--- config.mk ---
export PLATFORM = sky130hd
export DESIGN_NAME = b16dot_ctrl
export DESIGN_NICKNAME = d
export VERILOG_FILES = /design/src/rtl/b16dot_ctrl.sv
export SDC_FILE = /design/constraint.sdc
export NUM_CORES = 1
export LEC_CHECK = 0
export CORE_AREA = 2 2 94 60
export DETAILED_ROUTE_END_ITERATION = 8
export DIE_AREA = 0 0 96 62
export PLACE_DENSITY = 0.78
export SYNTH_ARGS = -nofsm -noshare
export SYNTH_HDL_FRONTEND = slang
export SYNTH_SLANG_ARGS = --single-unit
--- constraint.sdc ---
create_clock -name clk -period 1.9 [get_ports clk]
set_input_delay 0.38 -clock clk [delete_from_list [all_inputs] [get_ports clk]]
set_output_delay 0.38 -clock clk [all_outputs]
set_load 0.02 [all_outputs]
--- src/rtl/b16dot_ctrl.sv ---
// b16dot_ctrl: sequences a single-lane BF16 MAC as a command-driven dot-product engine.
// A length command clears the MAC accumulator and streams that many operand pairs into it.
// The block then waits out the MAC pipeline and returns the final sum on a result handshake.
module b16dot_ctrl #(
    parameter int unsigned LEN_W   = 8,
    parameter int unsigned MAC_LAT = 4
) (
    input  logic             clk,
    input  logic             rst_n,
    // command channel
    input  logic             cmd_valid,
    output logic             cmd_ready,
    input  logic [LEN_W-1:0] cmd_len,
    // operand stream
    input  logic             in_valid,
    output logic             in_ready,
    input  logic [15:0]      in_a,
    input  logic [15:0]      in_b,
    // MAC instance pins
    output logic             mac_rst,
    output logic             mac_valid,
    output logic [15:0]      mac_opra,
    output logic [15:0]      mac_oprb,
    input  logic [15:0]      mac_result,
    // result channel
    output logic             res_valid,
    input  logic             res_ready,
    output logic [15:0]      res_data,
    output logic             busy
);

    // Wide enough to hold MAC_LAT; MAC_LAT is expected to be at least 1.
    localparam int unsigned DRN_W = (MAC_LAT < 2) ? 1 : $clog2(MAC_LAT + 1);

    typedef enum logic [2:0] {
        StIdle,
        StClear,
        StStream,
        StDrain,
        StResult
    } state_e;

    state_e             state_q, state_d;
    logic [LEN_W-1:0]   count_q, count_d;
    logic [DRN_W-1:0]   drain_q, drain_d;
    logic [15:0]        res_data_q, res_data_d;

    // State and datapath registers; reset discards any partial or pending result.
    always_ff @(posedge clk or negedge rst_n) begin
        if (!rst_n) begin
            state_q    <= StIdle;
            count_q    <= '0;
            drain_q    <= '0;
            res_data_q <= '0;
        end else begin
            state_q    <= state_d;
            count_q    <= count_d;
            drain_q    <= drain_d;
            res_data_q <= res_data_d;
        end
    end

    // Next-state logic: one command in flight, CLEAR always precedes streaming.
    always_comb begin
        state_d    = state_q;
        count_d    = count_q;
        drain_d    = drain_q;
        res_data_d = res_data_q;
        unique case (state_q)
            StIdle: begin
                if (cmd_valid) begin
                    count_d = cmd_len;
                    state_d = StClear;
                end
            end
            StClear: begin
                // A zero-length command still waits the MAC latency so the
                // cleared accumulator (0x0000) is what gets returned.
                if (count_q == '0) begin
                    drain_d = DRN_W'(MAC_LAT);
                    state_d = StDrain;
                end else begin
                    state_d = StStream;
                end
            end
            StStream: begin
                if (in_valid) begin
                    count_d = count_q - LEN_W'(1);
                    if (count_q == LEN_W'(1)) begin
                        drain_d = DRN_W'(MAC_LAT);
                        state_d = StDrain;
                    end
                end
            end
            StDrain: begin
                drain_d = drain_q - DRN_W'(1);
                if (drain_q == DRN_W'(1)) begin
                    res_data_d = mac_result;
                    state_d    = StResult;
                end
            end
            StResult: begin
                if (res_ready) begin
                    state_d = StIdle;
                end
            end
            default: state_d = StIdle;
        endcase
    end

    // Output decode; operands pass straight through to the MAC only while streaming.
    always_comb begin
        cmd_ready = rst_n && (state_q == StIdle);
        in_ready  = (state_q == StStream);
        mac_valid = (state_q == StStream) && in_valid;
        mac_opra  = (state_q == StStream) ? in_a : 16'h0000;
        mac_oprb  = (state_q == StStream) ? in_b : 16'h0000;
        // Held high through reset so the MAC comes out of it cleared.
        mac_rst   = !rst_n || (state_q == StClear);
        res_valid = (state_q == StResult);
        res_data  = res_data_q;
        busy      = (state_q != StIdle);
    end

endmodule

# Word level (Yosys, flattened, before mapping)
# Cells that the tools add are included.
dict set report word_totals {
  romBits 0
  latch_bits 0
  register_bits 30
  ram_bits 0
  memories 0
  out_inout_bits 54
  inputBits 61
  elab_cells 47
}
dict set report classes {
  n_eq_ne 12
  magnitude_cmp 0
  addsub 2
  bitwise_logic 0
  reduce_logical 13
  n_mul 0
  shifts 0
  div 0
  muxes 16
}
# op count
set ops {}
lappend ops {{16-bit two-way mux} 2}
lappend ops {{3-bit two-way mux} 8}
lappend ops {{8-bit two-way mux} 2}
lappend ops {{8-bit one-hot mux with 2 select lines} 1}
lappend ops {{3-bit one-hot mux with 5 select lines} 1}
lappend ops {{3-bit one-hot mux with 3 select lines} 1}
lappend ops {{8-bit by 1-bit equality test with 1-bit output, second input constant} 1}
lappend ops {{8-bit logical NOT} 1}
lappend ops {{2-bit != test, second input constant} 4}
lappend ops {{8-bit by 1-bit subtractor with 8-bit output, second input constant} 1}
lappend ops {{3-bit by 1-bit equality test with 1-bit output, second input constant} 2}
lappend ops {{3-bit by 2-bit equality test with 1-bit output, second input constant} 2}
lappend ops {{3-bit nonzero test} 2}
lappend ops {{5-bit AND reduction} 1}
lappend ops {{2-bit by 1-bit != test with 1-bit output, second input constant} 2}
lappend ops {{4-bit AND reduction} 1}
lappend ops {{3-bit equality test, second input constant} 1}
lappend ops {{3-bit logical NOT} 1}
lappend ops {{3-bit AND reduction} 1}
lappend ops {{3-bit by 1-bit subtractor with 3-bit output, second input constant} 1}
lappend ops {{1-bit logical AND} 2}
lappend ops {{2-bit AND reduction} 1}
lappend ops {{2-bit nonzero test} 1}
lappend ops {{1-bit logical NOT} 1}
lappend ops {{other kinds (2)} 2}

# Depth between registers and ports, before layout
# Gate-level depths: netlist of the first run.
dict set report depth {
  ltp_word 4
  depth_mapped 7
  mapped_depth_nobuf 6
}

# Worst setup path before layout of the first run
# No wires, ideal clock.
dict set report synth_timing {
  kind {register to output}
  start {register state_q[0]}
  end {output port mac_oprb[10]}
  arrival_time_ns 1.457
  path_buffers 2
  stages_incl_launch_ff 6
  required_ns 1.520
  slack_ns 0.063
  path_cell_list {dfrtp_1 buf_2 or3b_4 clkinv_2 buf_2 and2_1}
}
dict set report synth_between {
  elab_chain_cells 2
}
# item line
set synth_lines {}
lappend synth_lines {{start, declared} 43} ;# state_e state_q, state_d;
lappend synth_lines {{start signal, assigned} 51} ;# state_q <= StIdle;
lappend synth_lines {{start signal, assigned} 56} ;# state_q <= state_d;
lappend synth_lines {{3-bit by 2-bit equality test with 1-bit output} n/a}
lappend synth_lines {{via in_ready} 16} ;# output logic in_ready,
lappend synth_lines {{16-bit two-way mux} 117} ;# mac_oprb = (state_q == StStream) ? in_b : 16'h0000;
lappend synth_lines {{end, declared} 23} ;# output logic [15:0] mac_oprb,
# The timed path passes the listed nets, and every way through them passes these cells.

# Worst setup path after layout of the first run
dict set report layout_timing {
  start {register state_q[2]}
  end {output port mac_oprb[3]}
}
dict set report layout_between {
  elab_chain_cells 2
}
# item line
set layout_lines {}
lappend layout_lines {{3-bit by 2-bit equality test with 1-bit output} 117}
lappend layout_lines {{16-bit two-way mux} 117}
# No other way between the ends.

==> results of run 1 <==
report_power, final:
group / switching [mW] / internal [mW]
Combinational: 2.10 / 2.57
Sequential: 0.267 / 0.950
Clock: 0.232 / 0.292
flip-flops by register name, summed over array words and instances (netlist names):
register  flops
res_data     16
drain_q       3
state_q       3
count_q       8
repair_timing:
action	4_1_cts	5_1_grt
endpoints found under the setup margin	38	38
gates cloned	2	1
hold buffers	0	0
setup buffers	10	0
resized for setup	228	30
pin swaps	2	29
kinds of logic after synthesis:
kind of cell	count (synthesis)
muxes	17
buffers and inverters	17
AOI/OAI and AO/OA	35
DFF	30
and+or+nand+nor	71
adders and majority gates	4
placed cells by master, fill, tap and decap left out, drive strengths merged, types with 2 or more instances in the layout:
master	count
buf	59
and2	35
a21oi	4
ha	4
a2bb2oi	3
o22ai	2
o21ai	13
nand2b	4
clkdlybuf4s50	76
nor2	13
nand3b	2
mux2	16
inv	8
nor3	2
dfrtp	30
nand2	6
a31oi	3
a311oi	2
nor4	2
clkbuf	10
critical path, stage by stage (launching register included):
cell and delay, ps:
dfrtp_1 380, or3b_4 440, inv_8 120, buf_16 130, buf_6 100, and2_4 140, buf_6 110
per-stage QoR:
stage | utilization (%) | std cells | instance area, sq um
floorplan | - | 174 | 1765
global placement | 58.32 | 360 | 3049
detailed placement | 58.32 | 360 | 3049
CTS | 63.82 | 380 | 3337
global route | 65.61 | 381 | 3431
finish | 65.61 | 381 | 3431
layer usage:
metal,global-route usage (%),vias to the layer above
met5,0,-
met4,4.898,0
met3,4.222,8
met2,29.17,69
met1,28.01,856
li1,-,879
worst max-delay path by stage:
stage | slack, ps | endpoint | start | cells past startpoint
after floorplan | 60 | mac_oprb[10] | state_q[0]$_DFFE_PN0P_ | 5
after global placement | -200 | mac_opra[11] | state_q[2]$_DFFE_PN0P_ | 5
after detailed placement | -250 | mac_opra[2] | state_q[2]$_DFFE_PN0P_ | 5
after CTS | -160 | mac_oprb[2] | state_q[0]$_DFFE_PN0P_ | 6
after global routing | -220 | mac_oprb[3] | state_q[2]$_DFFE_PN0P_ | 6
final | -170 | mac_oprb[3] | state_q[2]$_DFFE_PN0P_ | 6
cell type report:
| type | count | area share [%] |
|---|---|---|
| clock buffers | 7 | 2.516 |
| clock inverters | 1 | 0.1459 |
| inverters | 8 | 1.094 |
| multi-input cells | 127 | 29.29 |
| flip-flops and latches | 30 | 21.88 |
| well taps | 69 | 2.516 |
| repair buffers | 139 | 42.56 |
==> results.cfg, run 1 <==
[status]
status = finished, violations left
violations = setup timing

[synth]
synth_fa_ha_area_share_pct = 2.835
synth_top_family_by_area = simple AND/OR/NAND/NOR gates
syn_nets = 239
syn-cell-area_sq_mm = 0.001765
yosys-top-cells-count = 35 x and2_1, 30 x dfrtp_1, 16 x mux2_2, 12 x nor2_1, 8 x o21ai_1
ys.flop_type = dfrtp_1
post_synth.cell_area_avg_sq_um = 10.15
synth-seq-area-share_pct = 42.52
yosysMostFrequentCell = and2_1
synth_top_area_share_pct = 42.52
synth-xor-area-share_pct = 0
synth_edf_count = 0
synth_compound_gate_area_share_pct = 13.04
synth-seq-cells = 30
synthArstFlopShare_pct = 100.0
synth_top_cells_by_area = dfrtp_1 43%, and2_1 12%, mux2_2 10%, ha_1 2.8%, nor2_1 2.6%
syn-instance-count = 174
synth-simple-area-share_pct = 25.73
netlist-cell-type-count = 40
yosysTopAreaCell = dfrtp_1
synth_mux_area_share_pct = 10.77
synth_warnings = 0

[finish]
diodes = 0
multiInputGateArea_sq_mm = 0.001005
area.sequential_sq_um = 750.7
area_growth_pct = 94.33
nets = 376
final_layout_size_suffix_gt1_share_pct = 40.38
nFillCells = 401

[hold_path]
hold_depth = 1
hold_start = res_data[3]$_DFFE_PN0P_
hold_path.class = reg -> reg
worstHoldEndpoint = res_data[3]$_DFFE_PN0P_

[clocking]
clockRootBuffer = clkbuf_8
tritoncts = built
cts_buffer_depth = 2
cts_sinks = 30
cts.htree.levels = 2
clkLatencyLatePin_ps = 270
cts_buffers = 5
clkTransAtPathRegs_ps = 60

[global_routing]
grt_max_degree = 31
grt_usage_pct = 19.22
overflow = 0
antenna_found_initial = 0
grt_pass1_vias = 1688
grt_pass1_wl_mm = 8.590

[timing]
worstMarginPinSlew_ps = 387.2
period_needed_ps = 2072
clock_skew_ps = 2.779
fmax_mhz = 482.7
relSlewSlack_pct = 74.18
hold_viol = 0
maxSlewViolCount = 0
timing.hold.ws_ps = 504.4
final.setup.worst_slack_ps = -171.5
finalSetupViolations = 33
post-route-period-util_pct = 109.0
setup_tns_ps = -4058
rsz0062_at_grt = true

[detailed_routing]
ant_nets = 0
met1Wirelength_mm = 2.649
drc = 0
drt_iter0_drc = 109
num_vias = 1812
drt_pre_antenna_iters = 5
dr_wl_met2_mm = 2.959
wl_met3_um = 378
avgViaCountPerCell = 4.756
routed_wl_mm = 6.081
wl_per_cell_um = 15.96
top_layer_used = met4

[die]
start_util_pct = 33.76
core_area_sq_mm = 0.005229
fp.dieArea_sq_mm = 0.005952
ios = 115
dieWidth_um = 96
die_h_um = 62
fp-row-count = 21

[power]
vdd_drop_max_uv = 714.3
power_density_mw_per_mm2 = 1869
p_leak_nw = 1.525
p_total_mw = 6.411

[critical_path]
r2r-end = count_q[5]$_DFFE_PN0P_
critical_path_class = reg -> out
reg2regPathDepth = 8
cp_max_fo = 6
worstPathRequired_ps = 1520
r2r_start = state_q[2]$_DFFE_PN0P_
cp-end-kind = output port
start_kind = flop
worstPathArrival_ps = 1690
regToRegSetupSlack_ps = 50

[placed_design]
globalplace.congestion = 0.7761
dp_hpwl_mm = 4.002
place_ws_ps = -250.8
portBuffers = 114

[flow_run]
cap_violations = 0
Note: power is estimated with default switching activity, not from simulation.
==> run 2: changes to the inputs <==
==> constraint.sdc (replaced) <==
create_clock -name clk -period 2.05 [get_ports clk]
set_input_delay 0.41 -clock clk [delete_from_list [all_inputs] [get_ports clk]]
set_output_delay 0.41 -clock clk [all_outputs]
set_load 0.005 [all_outputs]
==> run 2 against run 1 <==
The run still ends with setup timing left. Via count fell by 4.1%. Non-clock buffer count decreased by 6. Global-route usage decreased by 1.4 points.
==> results.cfg, run 2 (synthesized netlist as in run 1, its figures left out) <==
[detailed_routing]
ant_nets = 0
drt_iter0_drc = 65
routed_wl_mm = 5.485
wl_per_cell_um = 14.67
drt_pre_antenna_iters = 4
avgViaCountPerCell = 4.644
num_vias = 1737
drc = 0

[power]
power_density_mw_per_mm2 = 1475
vdd_drop_max_uv = 730.4
p_leak_nw = 1.445

[global_routing]
grt_usage_pct = 17.86
grt_pass1_wl_mm = 7.914
overflow = 0
grt_max_degree = 31
antenna_found_initial = 0
grt_pass1_vias = 1623

[timing]
hold_viol = 0
final.setup.worst_slack_ps = -6.247
period_needed_ps = 2056
rsz0062_at_grt = true
finalSetupViolations = 1
worstMarginPinSlew_ps = 410.6
relSlewSlack_pct = 72.51
maxSlewViolCount = 0
post-route-period-util_pct = 100.3
clock_skew_ps = 3.929
fmax_mhz = 486.3

[die]
start_util_pct = 33.76
fp.dieArea_sq_mm = 0.005952
ios = 115
fp-row-count = 21
dieWidth_um = 96
core_area_sq_mm = 0.005229
die_h_um = 62

[clocking]
clkLatencyLatePin_ps = 270
clockRootBuffer = clkbuf_8
hold_buffers = 0
cts_buffers = 5
clkTransAtPathRegs_ps = 60
cts_sinks = 30
cts.htree.levels = 2
tritoncts = built
cts_buffer_depth = 2

[finish]
layout_commonest_cell = clkdlybuf4s50_1
postLayoutCellArea_sq_mm = 0.003206
diodes = 0
stdcell_count = 374
multiInputGateArea_sq_um = 972.2
nets = 370
nFillCells = 422
final_layout_size_suffix_gt1_share_pct = 33.11
layout_common_cells = 76 x clkdlybuf4s50_1, 30 x dfrtp_1, 19 x and2_1, 19 x buf_6
largest_reg_flops = 16
area_growth_pct = 81.57
area.sequential_sq_um = 750.7

[flow_run]
cap_violations = 0

[critical_path]
cp-end-kind = output port
worstPathRequired_ps = 1640
critical_path_class = reg -> out
start_kind = flop
cp_max_fo = 6
worstPathArrival_ps = 1650
regToRegSetupSlack_ps = 320

[placed_design]
globalplace.congestion = 0.7635
dp_cells = 359
dp_hpwl_mm = 3.830
portBuffers = 114
placement.cell_area_sq_mm = 0.003029

[hold_path]
hold_path.class = reg -> reg

[status]
violations = setup timing
status = finished, violations left
## run 2: worst paths after layout
check / depth (start not counted) / from / to
worst max register to register: 6 / count_q[1]$_DFFE_PN0P_ / drain_q[1]$_DFFE_PN0P_
worst max-delay path: 6 / state_q[2]$_DFFE_PN0P_ / mac_opra[3]
min in group asynchronous: 2 / rst_n / state_q[2]$_DFFE_PN0P_
worst min register to register: 1 / res_data[9]$_DFFE_PN0P_ / res_data[9]$_DFFE_PN0P_
worst min-delay path: 1 / res_data[9]$_DFFE_PN0P_ / res_data[9]$_DFFE_PN0P_
max in group asynchronous: 2 / rst_n / res_data[9]$_DFFE_PN0P_
## run 2: cell type report
type	instances	share of cell area, %
Timing Repair Buffer	133	40.09
Tap cell	69	2.693
Clock buffer	7	2.381
Inverter	8	1.093
Sequential cell	30	23.42
Multi-Input combinational cell	127	30.33
## run 2: critical path, cell delays in order, from the launching register on
cell	delay, ps
dfrtp_1	370
or3b_4	420
clkinv_4	100
buf_12	120
clkbuf_16	130
and2_4	140
buf_6	90
## run 2: per-stage QoR
stage | hold slack, ps | total power, mW | setup WS [ps] | TNS, ps | utilization (%)
after floorplan | 114.4 | 2.446 | 349.7 | 0 | -
after global placement | 489.1 | 3.772 | 19.45 | 0 | 57.93
after detailed placement | 495.6 | 3.825 | 7.738 | 0 | 57.93
after CTS | 508.9 | 4.476 | -93.66 | -1013 | 60.18
after global routing | 522.2 | 5.094 | -68.13 | -712.0 | 61.31
final | 503.7 | 4.727 | -6.247 | -6.247 | 61.31
## run 2: timing repair
action                                  4_1_cts  5_1_grt
endpoints found under the setup margin       36       36
setup buffers                                 6        0
gates cloned                                  2        1
resized for setup                           114       63
pin swaps                                     1       16
## run 2: per-layer routing
| metal | vias to the layer above | share of wire [%] | global-route usage [%] | wire length [um] |
|---|---|---|---|---|
| met2 | 43 | 47 | 26.09 | 2587 |
| met1 | 824 | 47 | 25.83 | 2602 |
| li1 | 866 | - | - | - |
| met5 | - | 0 | 0 | 0 |
| met3 | 4 | 4.4 | 5.428 | 239 |
| met4 | 0 | 1.0 | 4.694 | 55 |
## run 2: where the power goes
part,total (mW),switching [mW],internal (mW)
Combinational,3.17,1.26,1.91
Clock,0.437,0.204,0.233
Sequential,1.12,0.239,0.881
